### config.mk
export PLATFORM = sky130hd
export DESIGN_NAME = qnet_qtp_rx
export DESIGN_NICKNAME = d
export VERILOG_FILES = /design/src/rtl/qnet_qtp_rx.sv
export SDC_FILE = /design/constraint.sdc
export NUM_CORES = 1
export LEC_CHECK = 0
export CORE_MARGIN = 3
export CORE_UTILIZATION = 45
export CTS_CLUSTER_DIAMETER = 100
export CTS_CLUSTER_SIZE = 28
export DETAILED_ROUTE_END_ITERATION = 12
export PLACE_DENSITY_LB_ADDON = 0.08
export RECOVER_POWER = 25
export SLEW_MARGIN = 0
export SYNTH_ARGS = -nofsm -noshare
export SYNTH_HDL_FRONTEND = slang
export SYNTH_SLANG_ARGS = --single-unit
export TNS_END_PERCENT = 50
### constraint.sdc
create_clock -name clk_i -period 10.9 [get_ports clk_i]
set_input_delay 3.27 -clock clk_i [delete_from_list [all_inputs] [get_ports clk_i]]
set_output_delay 3.27 -clock clk_i [all_outputs]
set_load 0.005 [all_outputs]
### src/rtl/qnet_qtp_rx.sv
// QTP link receiver: parses the 3-word QTP_CTRL header, filters by version/destination and forwards payload words.
// Latency: header 1 clk after word2, payload 1 clk (one-entry output register); input stalls only while that register is full and not draining.
module qnet_qtp_rx #(
    parameter logic [7:0] LOCAL_ID = 8'h01,
    parameter logic [7:0] BCAST_ID = 8'hFF,
    parameter logic [7:0] QTP_VER  = 8'h01
) (
    input  logic        clk_i,
    input  logic        rst_i,
    input  logic [31:0] s_axis_tdata,
    input  logic        s_axis_tvalid,
    input  logic        s_axis_tlast,
    output logic        s_axis_tready,
    output logic [31:0] m_axis_tdata,
    output logic        m_axis_tvalid,
    output logic        m_axis_tlast,
    input  logic        m_axis_tready,
    output logic [95:0] hdr_o,
    output logic        hdr_vld_o,
    output logic        err_hdr_o,
    output logic        err_short_o,
    output logic        err_long_o,
    output logic [15:0] pkt_cnt_o,
    output logic [15:0] drop_cnt_o
);

    typedef struct packed {
        logic [47:0] qtp_time;
        logic [7:0]  qtp_version;
        logic [7:0]  qtp_cfg;
        logic [7:0]  qtp_ctrl;
        logic [7:0]  qtp_dst;
        logic [15:0] qtp_len;
    } hdr_t;

    typedef enum logic [2:0] {HDR0, HDR1, HDR2, PAYLOAD, DROP} state_t;

    state_t      state_q, state_d;
    logic [31:0] w0_q, w1_q;
    logic [15:0] len_q, cnt_q, cnt_inc;
    hdr_t        hdr_nxt;
    logic        in_hs, good, pay_end;
    logic        ld_w0, ld_w1, ld_hdr, ld_pay, pay_last, clr_cnt;
    logic        pkt_inc, drop_inc, err_hdr_d, err_short_d, err_long_d;

    always_comb begin
        state_d     = state_q;
        ld_w0       = 1'b0;
        ld_w1       = 1'b0;
        ld_hdr      = 1'b0;
        ld_pay      = 1'b0;
        pay_last    = 1'b0;
        clr_cnt     = 1'b0;
        pkt_inc     = 1'b0;
        drop_inc    = 1'b0;
        err_hdr_d   = 1'b0;
        err_short_d = 1'b0;
        err_long_d  = 1'b0;
        hdr_nxt     = {w0_q, w1_q, s_axis_tdata};
        good        = (hdr_nxt.qtp_version == QTP_VER) &&
                      ((hdr_nxt.qtp_dst == LOCAL_ID) || (hdr_nxt.qtp_dst == BCAST_ID));
        cnt_inc     = cnt_q + 16'd1;
        pay_end     = (cnt_inc == len_q);

        // Reset holds the link stalled; only PAYLOAD depends on the output register.
        if (rst_i)
            s_axis_tready = 1'b0;
        else if (state_q == PAYLOAD)
            s_axis_tready = !m_axis_tvalid || m_axis_tready;
        else
            s_axis_tready = 1'b1;
        in_hs = s_axis_tvalid && s_axis_tready;

        if (in_hs) begin
            case (state_q)
                HDR0, HDR1: begin
                    if (s_axis_tlast) begin
                        err_hdr_d = 1'b1;
                        drop_inc  = 1'b1;
                        state_d   = HDR0;
                    end else begin
                        ld_w0   = (state_q == HDR0);
                        ld_w1   = (state_q == HDR1);
                        state_d = (state_q == HDR0) ? HDR1 : HDR2;
                    end
                end
                HDR2: begin
                    if (good) begin
                        ld_hdr  = 1'b1;
                        pkt_inc = 1'b1;
                        if (hdr_nxt.qtp_len == 16'd0) begin
                            err_long_d = !s_axis_tlast;
                            state_d    = s_axis_tlast ? HDR0 : DROP;
                        end else if (s_axis_tlast) begin
                            err_short_d = 1'b1;
                            state_d     = HDR0;
                        end else begin
                            clr_cnt = 1'b1;
                            state_d = PAYLOAD;
                        end
                    end else begin
                        drop_inc = 1'b1;
                        state_d  = s_axis_tlast ? HDR0 : DROP;
                    end
                end
                PAYLOAD: begin
                    ld_pay   = 1'b1;
                    pay_last = pay_end || s_axis_tlast;
                    if (s_axis_tlast && !pay_end) begin
                        err_short_d = 1'b1;
                        state_d     = HDR0;
                    end else if (pay_end) begin
                        err_long_d = !s_axis_tlast;
                        state_d    = s_axis_tlast ? HDR0 : DROP;
                    end
                end
                DROP: begin
                    if (s_axis_tlast)
                        state_d = HDR0;
                end
                default: state_d = HDR0;
            endcase
        end
    end

    always_ff @(posedge clk_i or posedge rst_i) begin
        if (rst_i) begin
            state_q       <= HDR0;
            w0_q          <= '0;
            w1_q          <= '0;
            len_q         <= '0;
            cnt_q         <= '0;
            m_axis_tdata  <= '0;
            m_axis_tvalid <= 1'b0;
            m_axis_tlast  <= 1'b0;
            hdr_o         <= '0;
            hdr_vld_o     <= 1'b0;
            err_hdr_o     <= 1'b0;
            err_short_o   <= 1'b0;
            err_long_o    <= 1'b0;
            pkt_cnt_o     <= '0;
            drop_cnt_o    <= '0;
        end else begin
            state_q     <= state_d;
            hdr_vld_o   <= ld_hdr;
            err_hdr_o   <= err_hdr_d;
            err_short_o <= err_short_d;
            err_long_o  <= err_long_d;
            if (ld_w0)
                w0_q <= s_axis_tdata;
            if (ld_w1)
                w1_q <= s_axis_tdata;
            if (ld_hdr) begin
                hdr_o <= hdr_nxt;
                len_q <= hdr_nxt.qtp_len;
            end
            if (clr_cnt)
                cnt_q <= '0;
            else if (ld_pay)
                cnt_q <= cnt_inc;
            // Output register drains on its own, independent of parser state.
            if (ld_pay) begin
                m_axis_tdata  <= s_axis_tdata;
                m_axis_tvalid <= 1'b1;
                m_axis_tlast  <= pay_last;
            end else if (m_axis_tready) begin
                m_axis_tvalid <= 1'b0;
            end
            if (pkt_inc && pkt_cnt_o != 16'hFFFF)
                pkt_cnt_o <= pkt_cnt_o + 16'd1;
            if (drop_inc && drop_cnt_o != 16'hFFFF)
                drop_cnt_o <= drop_cnt_o + 16'd1;
        end
    end

endmodule

Yosys cells after proc, flatten, opt, wreduce, memory -nomap -nowiden:

Cells that the tools add are included.

* output and inout bits: 167
* flip-flop bits (word level): 265
* bits of input ports: 37
* word-level logic and storage cells: 98

* add/subtract/negate cells: 3
* reduce and logical (&&, ||, !) cells: 17
* eq/ne operators: 12
* multiplexer cells: 51

Operators with widths (number)
* $add 16x1->16 const B: 3
* $mux 1: 36
* $mux 16: 2
* $ne 16x16->1 const B: 2
* $mux 3: 6
* $eq 16x16->1: 1
* $eq 8x1->1 const B: 2
* $logic_not 16->1: 1
* $pmux 3 s4: 1
* $eq 8x8->1 const B: 1
* $eq 3x2->1 const B: 2
* $mux 2: 3
* $pmux 1 s2: 3
* $logic_and 1x1->1: 5
* $reduce_bool 2->1: 2
* $eq 3x1->1 const B: 1
* $eq 3x3->1 const B: 1
* $logic_not 1->1: 3
* $logic_not 3->1: 1
* $logic_or 1x1->1: 3
* $ne 3x2->1 const B: 1
* $reduce_and 3->1: 1
* $ne 2x2->1 const B: 1
* $reduce_or 2->1: 1

Longest topological paths before layout:

Gate-level depths: netlist of the first run.

* word-level depth: 8
* mapped depth: 9
* gate-level depth less buffers: 8

Least setup slack after synthesis of the first run:

No wires, ideal clock.

* path type: input to register
* from: input rst_i
* to: register hdr_o[0]
* stages on the path: 6
* required time: 10.775 ns
* buffers on the path: 2
* path slack: -0.118 ns
* arrival: 10.893 ns
* library setup time: 0.125 ns
* cells stage by stage: inv_1 o2111ai_2 a2111oi_4 buf_2 buf_2 mux2_2

* longest elaborated chain between the ends: 3

RTL lines
* start, declared: line 9 `input logic rst_i,`
* $mux 1: line 66 `if (rst_i)`
* $logic_and 1x1->1: line 72 `in_hs = s_axis_tvalid && s_axis_tready;`
* $mux 1: line 74 `if (in_hs) begin`
* end signal, assigned: line 154 `hdr_o <= hdr_nxt;`
* end, declared: line 18 `output logic [95:0] hdr_o,`

Every way passes these cells.
A chain may end at the register's enable or synchronous reset.

Worst setup path after layout of the first run:

* from: input m_axis_tready
* to: output s_axis_tready

* longest elaborated chain between the ends: 3

RTL lines
* start, declared: line 17 `input logic m_axis_tready,`
* $logic_or 1x1->1: line 69 `s_axis_tready = !m_axis_tvalid || m_axis_tready;`
* $mux 1: line 68 `else if (state_q == PAYLOAD)`
* $mux 1: line 66
* end, declared: line 13 `output logic s_axis_tready,`

Every way passes these cells.

==> flow_metrics.env, run 1 <==
export IMPL_h_tree_depth=1
export IMPL_diodes=0
export IMPL_die_y_um=157.8
export IMPL_ys_warn_count=0
export IMPL_core_um2=22230
export IMPL_holdBufCountCts=0
export IMPL_synth_seq_cells=249
export IMPL_cts_tree="yes"
export IMPL_post_cts_buffers=0
export IMPL_slew_violations=0
export IMPL_clk_latency_ps=480
export IMPL_syn_to_final_growth_pct=25.33
export IMPL_cts_sinks=249
export IMPL_ir_drop_mv=0.1245
export IMPL_drv_cap=0
export IMPL_synth_most_common_cell="dfrtp_1"
export IMPL_min_delay_start="m_axis_tdata[31]"
export IMPL_place_hpwl_mm=15.84
export IMPL_initial_utilization_pct=46.62
export IMPL_worstPathArrival_ps=4620
export IMPL_antenna_found_initial=0
export IMPL_syn_inst=836
export IMPL_cts_resized=0
export IMPL_post_route_min_period_ps=7887
export IMPL_startpoint="m_axis_tready"
export IMPL_dr_pass1_iters=4
export IMPL_hold_ws_ps=482.0
export IMPL_grt_max_degree=176
export IMPL_rsz0062_at_grt="false"
export IMPL_avgSynthCellArea_um2=12.40
export IMPL_end_kind="output pin"
export IMPL_syn_nets=876
export IMPL_io_buffers=203
export IMPL_ys_flop_type="dfrtp_1"
export IMPL_skew_ps=13.92
export IMPL_antenna_left=0
export IMPL_hp_class="reg -> reg"
export IMPL_period_share_pct=72.36
export IMPL_grt_overflow=0
export IMPL_drt_wirelength_per_cell_um=18.57
export IMPL_grt_pass1_vias=6916
export IMPL_crit_path_top_delay_cell="clkdlybuf4s50_1"
export IMPL_leakagePower_nw=5.883
export IMPL_status="finished, final reports clean"
export IMPL_drive_gt1_share_pct=17.83
export IMPL_yosysTopAreaCell="dfrtp_1"
export IMPL_fp_dieW_um=157.8
export IMPL_cp_required_ps=7630
export IMPL_drc=0
export IMPL_setup_viol=0
export IMPL_numCtsBuffers=12
export IMPL_worst_slew_pin_slew_ps=1067
export IMPL_drt_iter0_markers=408
export IMPL_async_flop_share_pct=100.0
export IMPL_path_class="in -> out"
export IMPL_drt_total_wl_mm=24.16
export IMPL_synth_edff_count=0
export IMPL_cp_cell_sequence="clkdlybuf4s50_1 > nand2b_1 > nor2_1 > nor2_1 > clkdlybuf4s50_1"
export IMPL_vias_per_cell=5.281
export IMPL_cts_root_buf="clkbuf_16"
export IMPL_ys_seq_area_share_pct=60.12
export IMPL_synth_common_cells="dfrtp_1, mux2_2, nand2_1"
export IMPL_clk_pin_slew_ps=100
export IMPL_ys_top_cells_by_area="dfrtp_1, mux2_2, nand2_1"
export IMPL_grt_pass1_wl_mm=38.72
export IMPL_syn_area_um2=10360
export IMPL_hold_viol=0
export IMPL_cpPeakStageDelay_ps=500
export IMPL_setup_tns_ps=0
export IMPL_rows=54
export IMPL_die_area_um2=24890
export IMPL_via_count=6870
export IMPL_fmax_ghz=0.1268
export IMPL_synth_top_cell_area_share_pct=60.12
export IMPL_power_per_cell_area_nw_per_um2=169.1
export IMPL_clockBufferDepth=3
export IMPL_relSlewSlack_pct=28.89
export IMPL_reg2reg_from="w1_q[11]"
export IMPL_track_usage_pct=19.45
export IMPL_start_kind="input pin"
export IMPL_routabilityCongestion=0.7901
export IMPL_path_max_fanout=4
export IMPL_nNetsFinal=1060
export IMPL_io_pins=204
export IMPL_synth_cell_type_count=55
state kept, by name, summed over array words and instances, names as in the netlist, 3 cells and up:
register	flops
hdr_o	96
m_axis_tdata	32
w0_q	32
w1_q	32
cnt_q	16
drop_cnt_o	16
pkt_cnt_o	16
state_q	3
cell families after synthesis:
| kind of cell | count (synthesis) | synth area share, % |
|---|---|---|
| compound gates | 48 | 3.393 |
| xor+xnor | 61 | 5.155 |
| fa+ha+maj | 3 | 0.3622 |
| buf+inv | 55 | 2.330 |
| flops | 249 | 60.12 |
| mux | 146 | 15.86 |
| simple gates | 274 | 12.77 |
routing by layer:
metal  share of wire, %  track usage [%]  up-vias
met5                  0                0        -
met3                6.1            4.456       16
met1                 46            28.33     3478
li1                   -                -     3233
met4                1.0            2.975        0
met2                 46            30.69      143
placed cells by master (no fill, tap or decap), types with 8 or more instances in the layout:
cell,instances
clkbuf_16,13
nand4_1,17
nor3_1,10
a21oi_1,10
dfrtp_1,249
mux2_2,145
nor2b_1,9
inv_1,14
nor2_1,34
clkdlybuf4s50_1,202
xnor2_1,43
xor2_1,18
and4_1,8
nand2_1,125
nand3_1,30
o21ai_0,17
area by class of cell:
cell class | instances | area, um^2
Clock buffer | 15 | 342.8
Tap cell | 280 | 350.3
Sequential cell | 249 | 6231
Timing Repair Buffer | 209 | 2102
Inverter | 16 | 61.31
Multi-Input combinational cell | 532 | 3901
Fill cell | 1853 | 9240
critical path, delay by kind of cell:
family | cells | cell delay, ps
AND/OR/NAND/NOR | 3 | 400
buffers and inverters | 2 | 940
report_power, final:
group	total, mW	internal [mW]	switching, mW
clock network	0.511	0.224	0.286
registers	1.23	1.12	0.114
logic	0.456	0.275	0.181
final timing paths:
path	endpoint	slack, ps	cells after the start
setup / recovery	s_axis_tready	3010	5
hold / removal	m_axis_tdata[31]	480	2
setup reg to reg	pkt_cnt_o[7]	7480	8
hold reg to reg	m_axis_tdata[31]	480	2
max in group asynchronous	hdr_o[85]	5740	4
min in group asynchronous	hdr_o[78]	3540	3
through the flow:
step                      worst slack, ps  instances  total power, mW  utilization, %  area [um^2]
after detailed placement             3009       1286            1.709           56.90        12650
after global routing                 2965       1301            2.327           58.43        12990
after global placement               3003       1286            1.695           56.90        12650
after CTS                            3007       1301            2.226           58.44        12990
after floorplan                      2426        836            1.473               -        10370
final                                3013       1301            2.196           58.43        12990
Note: power is estimated with default switching activity, not from simulation.
==> run 2: changes to the inputs <==
==> constraint.sdc (replaced) <==
create_clock -name clk_i -period 7.3 [get_ports clk_i]
set_input_delay 2.19 -clock clk_i [delete_from_list [all_inputs] [get_ports clk_i]]
set_output_delay 2.19 -clock clk_i [all_outputs]
set_load 0.005 [all_outputs]
==> flow_metrics.env, run 2 (same netlist as run 1, synthesis figures left out) <==
export IMPL_status="complete, but fails checks"
export IMPL_violations="max-capacitance violations, max-slew violations"
export IMPL_track_usage_pct=19.55
export IMPL_vias_per_cell=5.305
export IMPL_leakagePower_nw=6.140
export IMPL_place_hpwl_mm=16.22
export IMPL_cts_sinks=249
export IMPL_layout_common_cells="dfrtp_1, mux2_2, nand2_1"
export IMPL_worstPathArrival_ps=3530
export IMPL_cts_root_buf="clkbuf_16"
export IMPL_grt_pass1_wl_mm=38.99
export IMPL_p_seq_share_pct=56.6
export IMPL_intPower_mw=2.372
export IMPL_rsz0062_at_grt="false"
export IMPL_top_register="hdr_o"
export IMPL_core_um2=22230
export IMPL_worst_slew_pin_slew_ps=2016
export IMPL_drv_cap=1
export IMPL_fill_cells=1854
export IMPL_switching_share_pct=26.64
export IMPL_antenna_left=0
export IMPL_drc=0
export IMPL_antenna_found_initial=0
export IMPL_holdBufCountCts=0
export IMPL_routabilityCongestion=0.7997
export IMPL_die_y_um=157.8
export IMPL_path_max_fanout=4
export IMPL_drive_gt1_share_pct=17.99
export IMPL_fmax_ghz=0.1748
export IMPL_ir_drop_mv=0.1399
export IMPL_relSlewSlack_pct=-34.38
export IMPL_fp_dieW_um=157.8
export IMPL_clockBufferDepth=3
export IMPL_hold_viol=0
export IMPL_io_buffers=203
export IMPL_start_kind="input pin"
export IMPL_dr_pass1_iters=4
export IMPL_numCtsBuffers=12
export IMPL_post_cts_buffers=0
export IMPL_comb_power_share_pct=20.3
export IMPL_rows=54
export IMPL_power_per_cell_area_nw_per_um2=249.3
export IMPL_hp_class="reg -> reg"
export IMPL_cts_resized=0
export IMPL_seqCellArea_um2=6231
export IMPL_mostFrequentLayoutCell="dfrtp_1"
export IMPL_end_kind="output pin"
export IMPL_syn_to_final_growth_pct=25.17
export IMPL_drt_iter0_markers=347
export IMPL_die_area_um2=24890
export IMPL_path_class="in -> out"
export IMPL_io_pins=204
export IMPL_worstHoldPathCells=2
export IMPL_cp_cell_sequence="clkdlybuf4s50_1 > nand2b_1 > nor2_1 > nor2_1 > clkdlybuf4s50_1"
export IMPL_grt_pass1_vias=7034
export IMPL_diodes=0
export IMPL_initial_utilization_pct=46.62
export IMPL_clk_pin_slew_ps=100
export IMPL_skew_ps=30.08
export IMPL_setup_tns_ps=0
export IMPL_clockPowerShare_pct=23.1
export IMPL_drt_wirelength_per_cell_um=18.48
export IMPL_h_tree_depth=1
export IMPL_via_count=6913
export IMPL_slew_violations=34
export IMPL_post_route_min_period_ps=5721
export IMPL_cpPeakStageDelay_ps=500
export IMPL_grt_overflow=0
export IMPL_clk_latency_ps=490
export IMPL_final_util_pct=58.36
export IMPL_period_share_pct=78.37
export IMPL_multi_input_area_um2=3901
export IMPL_largest_register_ffs=96
export IMPL_crit_path_top_delay_cell="clkdlybuf4s50_1"
export IMPL_cts_tree="yes"
export IMPL_cp_required_ps=5110
export IMPL_setup_viol=0
export IMPL_drt_total_wl_mm=24.08
export IMPL_grt_max_degree=74
export IMPL_nNetsFinal=1063
export IMPL_rr_worst_depth=7
export IMPL_power_switching_uw=861.4
[run 2: final cells by class]
| cell class | instances | area share [%] |
|---|---|---|
| Sequential cell | 249 | 48.03 |
| Multi-Input combinational cell | 532 | 30.07 |
| Timing Repair Buffer | 212 | 16.16 |
| Tap cell | 280 | 2.701 |
| Clock buffer | 13 | 2.508 |
| Inverter | 16 | 0.4919 |
| Clock inverter | 1 | 0.03858 |
[run 2: layer usage]
metal  global-route usage (%)  routed length, um  vias to the layer above
met1                    28.93              11380                     3480
met4                    3.306                259                        0
met3                    5.003               1573                       19
met2                    29.80              10880                      175
li1                         -                  -                     3239
met5                        0                  0                        -
[run 2: final timing paths]
path                                  from         endpoint  slack [ps]
setup / recovery             m_axis_tready    s_axis_tready        1580
hold / removal             m_axis_tdata[4]  m_axis_tdata[4]         480
setup reg to reg                state_q[1]         cnt_q[4]        4320
hold reg to reg            m_axis_tdata[4]  m_axis_tdata[4]         480
max in group asynchronous            rst_i        hdr_o[69]        2670
min in group asynchronous            rst_i         hdr_o[7]        2390
[run 2: power by group through the flow]
stage	Combinational, mW	Clock [mW]	Sequential (mW)
floorplan	0.373	0	1.83
global placement	0.678	0	1.86
detailed placement	0.690	0	1.86
CTS	0.693	0.779	1.84
global route	0.736	0.832	1.87
finish	0.656	0.747	1.83
[run 2: critical path, delay by kind of cell]
| family | cells | cell delay, ps |
|---|---|---|
| buffers and inverters | 2 | 970 |
| and+or+nand+nor | 3 | 370 |
[run 2: stage by stage]
stage          hold slack, ps  setup WS [ps]  instances  power (mW)  area [um^2]
2_1_floorplan           452.2          14.53        836       2.199        10370
3_3_place_gp            454.3           1568       1289       2.533        12650
3_5_place_dp            452.5           1573       1289       2.554        12650
4_1_cts                 487.8           1573       1303       3.307        12980
5_1_grt                 501.1           1514       1303       3.440        12970
6_report                475.1           1579       1303       3.234        12970
==> run 3: changes to the inputs <==
==> constraint.sdc (replaced) <==
create_clock -name clk_i -period 4.7 [get_ports clk_i]
set_input_delay 1.41 -clock clk_i [delete_from_list [all_inputs] [get_ports clk_i]]
set_output_delay 1.41 -clock clk_i [all_outputs]
set_load 0.005 [all_outputs]
==> flow_metrics.env, run 3 (same netlist as run 1, synthesis figures left out) <==
export IMPL_layout_common_cells="dfrtp_1, clkdlybuf4s50_1, mux2_2"
export IMPL_rsz0062_at_grt="false"
export IMPL_intPower_mw=3.728
export IMPL_r2r_end="m_axis_tdata[28]"
export IMPL_rrSetupSlack_ps=1810
export IMPL_post_route_min_period_ps=4115
export IMPL_grt_pass1_wl_mm=38.80
export IMPL_die_y_um=157.8
export IMPL_clockPowerShare_pct=23.1
export IMPL_cts_tree="yes"
export IMPL_drt_total_wl_mm=24.20
export IMPL_comb_power_share_pct=20.5
export IMPL_seqCellArea_um2=6231
export IMPL_top_register="hdr_o"
export IMPL_reg2reg_from="state_q[2]"
export IMPL_violations="max-capacitance violations, max-slew violations"
export IMPL_skew_ps=15.59
export IMPL_globalRouteMet2Util_pct=31.20
export IMPL_grt_overflow=0
export IMPL_worst_slew_pin_slew_ps=2292
export IMPL_initial_utilization_pct=46.62
export IMPL_fill_cells=1844
export IMPL_end_kind="output pin"
export IMPL_via_count=6895
export IMPL_cts_root_buf="clkbuf_16"
export IMPL_fp_dieW_um=157.8
export IMPL_relSlewSlack_pct=-52.80
export IMPL_dp_cells=1294
export IMPL_core_um2=22230
export IMPL_leakagePower_nw=6.049
export IMPL_fin_area_um2=13080
export IMPL_clockBufferDepth=3
export IMPL_vias_per_cell=5.267
export IMPL_path_class="in -> out"
export IMPL_grt_max_degree=85
export IMPL_ir_drop_mv=0.3646
export IMPL_use_met1_pct=27.79
export IMPL_dr_pass1_iters=4
export IMPL_cp_required_ps=3290
export IMPL_worstHoldPathCells=1
export IMPL_cts_resized=0
export IMPL_largest_register_ffs=96
export IMPL_multi_input_area_um2=3954
export IMPL_syn_to_final_growth_pct=26.19
export IMPL_start_kind="input pin"
export IMPL_cts_sinks=249
export IMPL_antenna_found_initial=0
export IMPL_diodes=0
export IMPL_grt_pass1_vias=6911
export IMPL_post_cts_buffers=0
export IMPL_holdBufCountCts=0
export IMPL_grt_use_met3_pct=5.030
export IMPL_clk_pin_slew_ps=100
export IMPL_power_per_cell_area_nw_per_um2=387.4
export IMPL_place_hpwl_mm=16.53
export IMPL_min_delay_start="hdr_o[16]"
export IMPL_slew_violations=78
export IMPL_antenna_left=0
export IMPL_numCtsBuffers=12
export IMPL_power_switching_mw=1.338
export IMPL_nNetsFinal=1068
export IMPL_fin_cells=1309
export IMPL_hp_class="reg -> reg"
export IMPL_whs_endpoint="hdr_o[16]"
export IMPL_mostFrequentLayoutCell="dfrtp_1"
export IMPL_switching_share_pct=26.42
export IMPL_fmax_ghz=0.2430
export IMPL_hold_ws_ps=476.8
export IMPL_path_max_fanout=4
export IMPL_io_pins=204
export IMPL_drt_wirelength_per_cell_um=18.48
export IMPL_drv_cap=2
export IMPL_clk_latency_ps=480
export IMPL_drt_iter0_markers=358
export IMPL_track_usage_pct=19.56
export IMPL_dpl_cell_area_um2=12750
export IMPL_setup_viol=0
export IMPL_p_seq_share_pct=56.4
export IMPL_drive_gt1_share_pct=19.24
export IMPL_period_share_pct=87.56
export IMPL_hold_viol=0
export IMPL_rr_worst_depth=8
export IMPL_status="complete, but fails checks"
export IMPL_rows=54
export IMPL_top_usage_layer="met2"
export IMPL_die_area_um2=24890
export IMPL_routabilityCongestion=0.8543
export IMPL_h_tree_depth=1
export IMPL_setup_tns_ps=0
export IMPL_drc=0
export IMPL_worstPathArrival_ps=2710
export IMPL_power_mw=5.067
export IMPL_io_buffers=203
[run 3: cell count changes in the layout (fill, tap and decap cells not counted), moves of 5 or more]
cell,before,now
clkdlybuf4s50_1,105,156
dlygate4sd3_1,98,47
nand3_1,30,25
nand3_2,0,5
[run 3: layout make-up]
type / count / share of cell area, %
flip-flops and latches: 249 / 47.65
inverters: 16 / 0.4688
clock buffers: 15 / 2.622
multi-input cells: 532 / 30.23
well taps: 280 / 2.679
repair buffers: 217 / 16.35
[run 3: power by group through the flow]
stage               sequential, mW  clock [mW]  combinational, mW
detailed placement            2.90           0               1.07
CTS                           2.86        1.22               1.08
global placement              2.89           0               1.05
floorplan                     2.84           0              0.588
global route                  2.92        1.30               1.16
finish                        2.86        1.17               1.04
[run 3: layer usage]
metal / vias up / share of wire, % / wire length, um
li1: 3248 / - / -
met3: 22 / 6.8 / 1644
met2: 166 / 47 / 11460
met1: 3459 / 44 / 10760
met4: 0 / 1.4 / 331
met5: - / 0 / 0
[run 3: through the flow]
step | utilization (%) | setup slack, ps
2_1_floorplan | - | -1723
3_3_place_gp | 57.35 | 607.9
3_5_place_dp | 57.35 | 577.6
4_1_cts | 58.89 | 570.8
5_1_grt | 58.83 | 465.9
6_report | 58.83 | 584.6
[run 3: critical path: stages]
cell	delay, ps
clkdlybuf4s50_1	450
nand2b_1	180
nor2_1	60
nor2_1	90
clkdlybuf4s50_1	510
[run 3: worst max path at each step]
stage,startpoint,to,slack (ps),cells after the start
3_5_place_dp,m_axis_tready,s_axis_tready,580,5
3_3_place_gp,m_axis_tready,s_axis_tready,610,5
5_1_grt,rst_i,err_long_o,470,3
2_1_floorplan,rst_i,hdr_o[0],-1720,6
6_report,m_axis_tready,s_axis_tready,580,5
4_1_cts,m_axis_tready,s_axis_tready,570,5
